`src/rtl/hdmi_tx_stream.sv`:
```
// hdmi_tx_stream
//   Video output stage feeding the MS7210 HDMI transmitter. Everything runs in
//   the clk_pixel domain. The block:
//   - delays RGB/DE/HS/VS through a fixed PIPE_STAGES-deep register pipeline
//     and re-encodes sync polarity;
//   - measures input timing and tracks lock with a small FSM;
//   - can replace pixel data with colour bars or a solid colour.
//   It only forwards input timing and never generates timing of its own.
//
// Ports
//   clk_pixel    in   pixel clock
//   rst_n        in   asynchronous active-low reset
//   rgb          in   {R,G,B} pixel data, COLOR_W bits per channel
//   de, hs, vs   in   input timing; HS/VS active level set by *_POL_IN
//   mode         in   00 pass, 01 colour bars, 10 solid, 11 auto
//                     (sampled only at frame start)
//   solid_rgb    in   fill colour for solid mode and for auto while unlocked
//   rgb_out      out  pixel data, PIPE_STAGES cycles after rgb
//   de_out       out  de, PIPE_STAGES cycles after de
//   hs_out       out  hs, delayed the same way; active level HS_POL_OUT
//   vs_out       out  vs, delayed the same way; active level VS_POL_OUT
//   tmds_clk_p   out  forwarded clk_pixel
//   locked       out  input timing matches H_ACTIVE x V_ACTIVE
//   h_meas       out  active pixels in the last completed line
//   v_meas       out  active lines in the last completed frame
//   frame_cnt    out  input frames seen (wraps)
//   lock_state   out  debug view of the lock FSM
//                     (0 UNLOCKED, 1 CHECK, 2 LOCKED)
//
// There is no valid/ready handshake. de qualifies pixel data on every cycle,
// and nothing can stall the pipeline.
module hdmi_tx_stream #(
  parameter int COLOR_W      = 8,
  parameter int H_ACTIVE     = 1920,
  parameter int V_ACTIVE     = 1080,
  parameter int PIPE_STAGES  = 2,
  parameter int HS_POL_IN    = 1,
  parameter int VS_POL_IN    = 1,
  parameter int HS_POL_OUT   = 1,
  parameter int VS_POL_OUT   = 1,
  parameter int LOSS_TIMEOUT = 2_000_000
) (
  input  logic                 clk_pixel,
  input  logic                 rst_n,
  input  logic [3*COLOR_W-1:0] rgb,
  input  logic                 de,
  input  logic                 hs,
  input  logic                 vs,
  input  logic [1:0]           mode,
  input  logic [3*COLOR_W-1:0] solid_rgb,
  output logic [3*COLOR_W-1:0] rgb_out,
  output logic                 de_out,
  output logic                 hs_out,
  output logic                 vs_out,
  output logic                 tmds_clk_p,
  output logic                 locked,
  output logic [15:0]          h_meas,
  output logic [15:0]          v_meas,
  output logic [15:0]          frame_cnt,
  output logic [1:0]           lock_state
);

  localparam int PW    = 3 * COLOR_W + 3;
  localparam int BAR_W = H_ACTIVE / 8;
  localparam int WD_W  = $clog2(LOSS_TIMEOUT + 1);
  localparam logic [WD_W-1:0] WD_MAX = WD_W'(LOSS_TIMEOUT);

  localparam logic [1:0] MODE_PASS  = 2'b00;
  localparam logic [1:0] MODE_BARS  = 2'b01;
  localparam logic [1:0] MODE_SOLID = 2'b10;

  typedef enum logic [1:0] {
    ST_UNLOCKED = 2'd0,
    ST_CHECK    = 2'd1,
    ST_LOCKED   = 2'd2
  } lock_state_t;

  lock_state_t state, state_nxt;

  // Work internally with active-high syncs.
  logic hs_i, vs_i;
  assign hs_i = hs ~^ HS_POL_IN[0];
  assign vs_i = vs ~^ VS_POL_IN[0];

  logic de_d, vs_d;
  logic de_rise, de_fall, frame_start;
  assign de_rise     = de & ~de_d;
  assign de_fall     = ~de & de_d;
  assign frame_start = vs_i & ~vs_d;

  logic [15:0]     pix_cnt, line_pix, line_cnt;
  logic            frame_eval;
  logic [WD_W-1:0] wd_cnt;
  logic            wd_expire;
  logic            good_frame;
  logic [1:0]      active_mode;
  logic [15:0]     bar_pos;
  logic [2:0]      bar_idx;

  // A frame start in the same cycle masks the expiry.
  assign wd_expire  = (wd_cnt == WD_MAX) && !frame_start;
  assign good_frame = (h_meas == 16'(H_ACTIVE)) && (v_meas == 16'(V_ACTIVE));

  always_ff @(posedge clk_pixel or negedge rst_n) begin
    if (!rst_n) begin
      de_d        <= 1'b0;
      vs_d        <= 1'b0;
      pix_cnt     <= '0;
      line_pix    <= '0;
      line_cnt    <= '0;
      h_meas      <= '0;
      v_meas      <= '0;
      frame_cnt   <= '0;
      frame_eval  <= 1'b0;
      wd_cnt      <= '0;
      active_mode <= MODE_PASS;
      bar_pos     <= '0;
      bar_idx     <= '0;
    end else begin
      de_d       <= de;
      vs_d       <= vs_i;
      frame_eval <= frame_start;

      if (de_fall) begin
        line_pix <= pix_cnt;
        pix_cnt  <= '0;
      end else if (de && pix_cnt != 16'hFFFF) begin
        pix_cnt <= pix_cnt + 16'd1;
      end

      if (frame_start) begin
        // If a line ends in this same cycle, its count is not in line_pix yet.
        // Take it straight from the pixel counter.
        h_meas      <= de_fall ? pix_cnt : line_pix;
        v_meas      <= line_cnt;
        line_cnt    <= de_rise ? 16'd1 : 16'd0;
        frame_cnt   <= frame_cnt + 16'd1;
        active_mode <= mode;
      end else if (de_rise && line_cnt != 16'hFFFF) begin
        line_cnt <= line_cnt + 16'd1;
      end

      if (frame_start)          wd_cnt <= '0;
      else if (wd_cnt != WD_MAX) wd_cnt <= wd_cnt + 1'b1;

      // The x position is split into bar index and offset within the bar.
      // The index stops at 7, which also covers lines longer than H_ACTIVE.
      if (!de) begin
        bar_pos <= '0;
        bar_idx <= '0;
      end else if (bar_pos == 16'(BAR_W - 1)) begin
        bar_pos <= '0;
        if (bar_idx != 3'd7) bar_idx <= bar_idx + 3'd1;
      end else begin
        bar_pos <= bar_pos + 16'd1;
      end
    end
  end

  // Lock FSM. The frame is judged one cycle after frame start, once
  // h_meas and v_meas hold the captured values.
  always_ff @(posedge clk_pixel or negedge rst_n) begin
    if (!rst_n) state <= ST_UNLOCKED;
    else        state <= state_nxt;
  end

  always_comb begin
    state_nxt = state;
    if (wd_expire) begin
      state_nxt = ST_UNLOCKED;
    end else if (frame_eval) begin
      case (state)
        ST_UNLOCKED: if (good_frame) state_nxt = ST_CHECK;
        ST_CHECK:    state_nxt = good_frame ? ST_LOCKED : ST_UNLOCKED;
        ST_LOCKED:   if (!good_frame) state_nxt = ST_UNLOCKED;
        default:     state_nxt = ST_UNLOCKED;
      endcase
    end
  end

  assign locked     = (state == ST_LOCKED);
  assign lock_state = state;

  // Pixel source selection. Bar colours, left to right:
  // white, yellow, cyan, green, magenta, red, blue, black.
  // In bar-index terms that is R = ~idx[1], G = ~idx[2], B = ~idx[0].
  logic [3*COLOR_W-1:0] pix_src;
  always_comb begin
    pix_src = rgb;
    case (active_mode)
      MODE_PASS:  pix_src = rgb;
      MODE_BARS:  pix_src = {{COLOR_W{~bar_idx[1]}},
                             {COLOR_W{~bar_idx[2]}},
                             {COLOR_W{~bar_idx[0]}}};
      MODE_SOLID: pix_src = solid_rgb;
      default:    pix_src = locked ? rgb : solid_rgb;
    endcase
    if (!de) pix_src = '0;
  end

  // Data, de and syncs share one pipeline, so their alignment cannot drift
  // in any mode.
  logic [PW-1:0] pipe_q [PIPE_STAGES];

  always_ff @(posedge clk_pixel or negedge rst_n) begin
    if (!rst_n) begin
      for (int i = 0; i < PIPE_STAGES; i++) pipe_q[i] <= '0;
    end else begin
      pipe_q[0] <= {pix_src, de, hs_i, vs_i};
      for (int i = 1; i < PIPE_STAGES; i++) pipe_q[i] <= pipe_q[i-1];
    end
  end

  logic hs_act_q, vs_act_q;
  assign {rgb_out, de_out, hs_act_q, vs_act_q} = pipe_q[PIPE_STAGES-1];
  // Re-encode to the output polarity. Internal 0 maps to the inactive level.
  assign hs_out     = hs_act_q ^ ~HS_POL_OUT[0];
  assign vs_out     = vs_act_q ^ ~VS_POL_OUT[0];
  assign tmds_clk_p = clk_pixel;

endmodule
```
`config.mk`:
```
export PLATFORM = sky130hd
export DESIGN_NAME = hdmi_tx_stream
export DESIGN_NICKNAME = d
export VERILOG_FILES = /design/src/rtl/hdmi_tx_stream.sv
export SDC_FILE = /design/constraint.sdc
export NUM_CORES = 1
export LEC_CHECK = 0
export CORE_AREA = 5 5 171 205
export DETAILED_ROUTE_END_ITERATION = 6
export DIE_AREA = 0 0 176 210
export PLACE_DENSITY = 0.52
export SYNTH_ARGS = -nofsm -noshare
export SYNTH_HDL_FRONTEND = slang
export SYNTH_SLANG_ARGS = --single-unit
```
`constraint.sdc`:
```
create_clock -name clk_pixel -period 3.35 [get_ports clk_pixel]
set_input_delay 0.335 -clock clk_pixel [delete_from_list [all_inputs] [get_ports clk_pixel]]
set_output_delay 0.335 -clock clk_pixel [all_outputs]
set_load 0.05 [all_outputs]
```
==> metrics.txt <==
setup violators final=0; met1 Use GR=between 15 and 20%; Layout Nets=~1100; commonest cells after routing, fill and taps aside=dfrtp_1 (195), nand2_1 (138), clkdlybuf4s50_1 (132); Syn Nets=approximately 1000; commonest non-fill, non-tap cell in the layout=dfrtp_1; top cell type's share of synthesized area=between 50% and 60%; Synth Instances=roughly 900; Initial DRT Pass Iterations=5; Die Wd=roughly 180 microns; Total Routed Length=around 22000 microns; largest cells by area after synthesis=dfrtp_1 (54%), nand2_1 (5.7%), mux2_2 (4.9%), nor2_1 (3.2%), a21oi_1 (3.1%); DR WL/cell=approximately 15 microns; maximum VDD drop=between 300 and 400 uV; Avg Cell Area, Syn=between 9 and 10 sq um; max-cap violations=0; final worst slack=0.3974 ns; Layout fillers=around 3300; first-pass GRT wire length=37330 microns; Antenna Cells=0; synth warn=0; cts-stage hold buffer count=1; DRC Markers=0; leak pwr=4.869 nW; M2 GR Usage=between 20% and 30%; Worst setup EP type=primary output; clock slew at reported path FFs=~0.08 ns; share of cells above drive strength 1=roughly a tenth; vias=roughly 6800; GRT Max-Usage Layer=met2; input/output buffers=between 100 and 150; P&R area growth vs syn=25.82%; total die area=36960 sq um; TritonCTS clock tree=yes; asr flop ratio synth=between 90% and 100%; WS Path Type=clock port to primary output; P_int=4.251 mW; worst slew pin tran=1.220 ns; simple-gate share of the synthesized area=~23%; xor-xnor portion of the synthesized cell area=about 3.3%; status=completed; met3 global-route usage=approximately 2.5%; crit-path max FO=2; main combinational cell family by area after synthesis=simple AND/OR/NAND/NOR gates; Switch Pwr=roughly 1.9 mW; Row Count=73; sequential share of the synthesized area=approximately 54%; drt initial violations=about 360; Adder-Cell Fraction of Synth Area=under 10%; Final Max Tran Viols=0; post-synthesis cell area=9046 sq um; clock skew=around 0.015 ns; #FFs+latches synth=between 150 and 200; pin count of the biggest net entering global routing=around 110; vias in the first global route=6961; Hold Violations, Final=0; Die Ht=~210 microns; worst-skew pair later-pin latency=about 0.55 ns; Synth Area in Compound Gates=8.285%; Post-CTS Resized=0; Worst EP arrival=2.62 ns; Initial Util=approximately 28%; # IOs=134; multiplexer area fraction after synthesis=5.740%; Synth cell types=between 50 and 60; initial antenna violation count=0; R2R Setup Slk=roughly 1.1 ns; total global routing track utilization=roughly an eighth; Worst Hold Class=primary input to flop; Rel. slew slack=a little under a fifth; sw frac=a little under a third; Worst EP required=between 3 and 4 ns; combinational share of power=16.9%; largest area contributor in the netlist=dfrtp_1; number of vias per cell=roughly 4.8; postcts setup bufs=0; pre-CTS setup slack=between 0.6 and 0.7 ns; Flop pwr share=between 40% and 50%; number of synthesized flops with an enable pin=0; DP HPWL=~15000 microns; Startpoint Class=clock port; flip-flop and latch area=~4900 sq um; commonest register cell after synthesis=dfrtp_1; Clk pwr share=38.7%; total gr overflow=0; RSZ-0062 raised after global routing=false; core area=roughly 33000 sq um; RePlAce Congestion=roughly 0.8; antenna-violating nets left=0; sum of negative setup slack=0 ns; multi-input logic area=approximately 3700 sq um; Cell Pwr Density=between 500 and 600 nW/um^2
-- power groups by stage --
| stage | registers, mW | logic [mW] | clock network [mW] |
|---|---|---|---|
| CTS | 2.74 | 1.06 | 2.47 |
| global placement | 2.78 | 1.05 | 0.0689 |
| finish | 2.73 | 1.05 | 2.39 |
| detailed placement | 2.78 | 1.06 | 0.0689 |
| floorplan | 2.93 | 0.511 | 0.0644 |
| global route | 2.77 | 1.14 | 2.56 |
-- final timing paths --
kind,startpoint,to,depth (start not counted)
min in group asynchronous,rst_n,h_meas[12],2
max in group asynchronous,rst_n,v_meas[12],3
worst min register to register,pipe_q[34],rgb_out[4],0
worst max register to register,pix_cnt[0],pix_cnt[14],5
worst min-delay path,hs,pipe_q[28],1
worst max-delay path,clk_pixel,tmds_clk_p,3
-- per-stage QoR --
step                      area (sq um)  hold WS, ns  util, %  power (mW)  instances
final                            11380       0.2323    34.62       6.167       1440
after global routing             11380       0.2274    34.62       6.471       1440
after CTS                        11380       0.2149    34.62       6.273       1440
after detailed placement         10680       0.3347    32.48       3.911       1404
after global placement           10680       0.3321    32.48       3.901       1404
after floorplan                   9046      0.03941        -       3.507        909
-- cell families (layout without fill, tap and decap cells) --
group,count (synthesis),in the layout
mux,47,47
flops,195,195
simple gates,410,410
compound gates,125,125
xor+xnor,34,34
buf+inv,90,209
fa+ha+maj,8,8
-- worst max-delay path, cell delays in order --
cell and delay [ns]:
clkbuf_16 0.12, clkbuf_16 0.12, clkdlybuf4s50_1 0.70
-- flip-flops by register name (all words and copies together) (netlist names) --
signal,flops
active_mode,2
bar_idx,3
bar_pos,16
de_out,1
frame_cnt,16
frame_eval,1
h_meas,16
hs_out,1
line_cnt,16
line_pix,16
lock_state,2
pipe_q,27
pix_cnt,16
rgb_out,24
v_meas,16
vs_out,1
wd_cnt,21
-- cell type report --
class,instances,share of cell area [%]
sequential,195,42.87
multi-input combinational,624,32.68
timing repair buffer,148,12.94
tap,412,4.529
clock buffer,21,4.485
clock inverter,15,1.671
inverter,25,0.8244
-- per-layer routing --
layer	share of wire, %	up-vias
met1	47	3277
met2	48	162
met3	4.2	16
met5	0	-
met4	1.3	0
li1	-	3391
-- synthesized netlist by cell type, drive strengths merged (2+ instances only) --
| cell type | n |
|---|---|
| mux2i | 8 |
| a31oi | 3 |
| dfrtp | 195 |
| and4b | 2 |
| and3b | 2 |
| xnor2 | 20 |
| nand2 | 138 |
| ha | 8 |
| nor4 | 15 |
| nand4 | 26 |
| clkbuf | 34 |
| and4 | 12 |
| mux2 | 39 |
| o21ai | 29 |
| a211oi | 2 |
| or4 | 19 |
| inv | 24 |
| o31ai | 11 |
| nor2 | 77 |
| nand2b | 8 |
| buf | 31 |
| o31a | 3 |
| nand3 | 31 |
| nor4bb | 2 |
| o221ai | 5 |
| xor2 | 14 |
| and2 | 9 |
| a21oi | 56 |
| or3 | 15 |
| and3 | 6 |
| o211ai | 7 |
| nor2b | 5 |
| nand3b | 2 |
| nor3 | 37 |
| nor4b | 4 |
(Power assumes the default switching activity.)
==> RTL change (same flow settings) <==
`VS_POL_IN`: 1 -> 0.
--- a/src/rtl/hdmi_tx_stream.sv
+++ b/src/rtl/hdmi_tx_stream.sv
@@ -36,5 +36,5 @@
   parameter int PIPE_STAGES  = 2,
   parameter int HS_POL_IN    = 1,
-  parameter int VS_POL_IN    = 1,
+  parameter int VS_POL_IN    = 0,
   parameter int HS_POL_OUT   = 1,
   parameter int VS_POL_OUT   = 1,
Check against the original RTL: not equivalent (Yosys sat finds a counterexample within 4 cycles, from zero or initial values and one cycle with rst_n low).
==> RTL change against the unedited design <==
Area after synthesis fell by 1.8%; synthesized cell count is 6.1% lower; power increased by 0.84%; worst setup slack better by 0.011 ns; final area fell by 1.6%; sequential cell count is the same; clock power shrank 3%; routed wire length fell by 6.2%.
==> RTL change: results (changes against the unedited design) <==
[route]
dr_wl_met3_microns=634  ; was 927 microns
drt-total-wl_microns=20900  ; was 22300 microns
vias_per_cell=4.56  ; was 4.75
met1_length_microns=9060  ; was 10400 microns
firstDrtPassIters=4  ; was 5
initialDrtViolationCount=326  ; was 356

[yosys]
synth_top_cells_by_count=dfrtp_1 (195), nor2_1 (108), nand2_1 (81)  ; was dfrtp_1 (195), nand2_1 (138), nor2_1 (77)
ys_seq_area_share_pct=54.9  ; was 53.9%
synthTopCellsByArea=dfrtp_1 (55%), mux2_2 (5.1%), nor2_1 (4.6%)  ; was dfrtp_1 (54%), nand2_1 (5.7%), mux2_2 (4.9%)
ys_types=53  ; was 55

[power_and_ir_drop]
power.leakage_nw=4.91  ; was 4.87 nW
peakVddDrop_uv=320  ; was 334 uV

[final_layout]
nets=1024  ; was 1078

[critical_path]
worstReg2RegStart=lock_state[1]  ; was pix_cnt[0]
r2r-end=pipe_q[30]  ; was pix_cnt[14]
reg2reg_slack_ns=1.17  ; was 1.08 ns
reg2regPathDepth=6  ; was 5

[grt]
grt_start_max_net_pins=71  ; was 107
grt_pass1_vias=6270  ; was 6961
grt_usage_pct=11.5  ; was 12.3%
antenna_found_initial=2  ; was 0

[placed_design]
place_hpwl_microns=14800  ; was 15300 microns

[outcome]
status=finished, final reports clean  ; unchanged

[timing]
finClkSkew_ns=0.0128  ; was 0.0148 ns
fin_ws_ns=0.408  ; was 0.397 ns

==> RTL change: area by class of cell <==
class	count	share of cell area [%]
Multi-Input combinational cell	585	32.3
Sequential cell	195	43.6
Clock buffer	23	4.80
Timing Repair Buffer	146	13.0
Tap cell	412	4.60
Inverter	12	0.402
Antenna cell	2	0.0447
Clock inverter	13	1.32
==> RTL change: per-stage QoR <==
stage / instances / cell area, sq um / hold WS (ns)
2_1_floorplan: 854 / 8880 / 0.0394
3_3_place_gp: 1349 / 10500 / 0.332
3_5_place_dp: 1349 / 10500 / 0.335
4_1_cts: 1386 / 11200 / 0.192
5_1_grt: 1388 / 11200 / 0.198
6_report: 1388 / 11200 / 0.220
==> RTL change: kinds of logic (layout without fill, tap and decap cells) <==
group	Yosys count	count (layout)	synth area share, %
AOI/OAI and AO/OA	92	92	6.65
buffers and inverters	74	194	4.37
and+or+nand+nor	381	381	21.5
DFF	195	195	54.9
muxes	45	45	5.63
other	0	2	0
xor gates and xnor gates	59	59	5.82
adders and majority gates	8	8	1.13
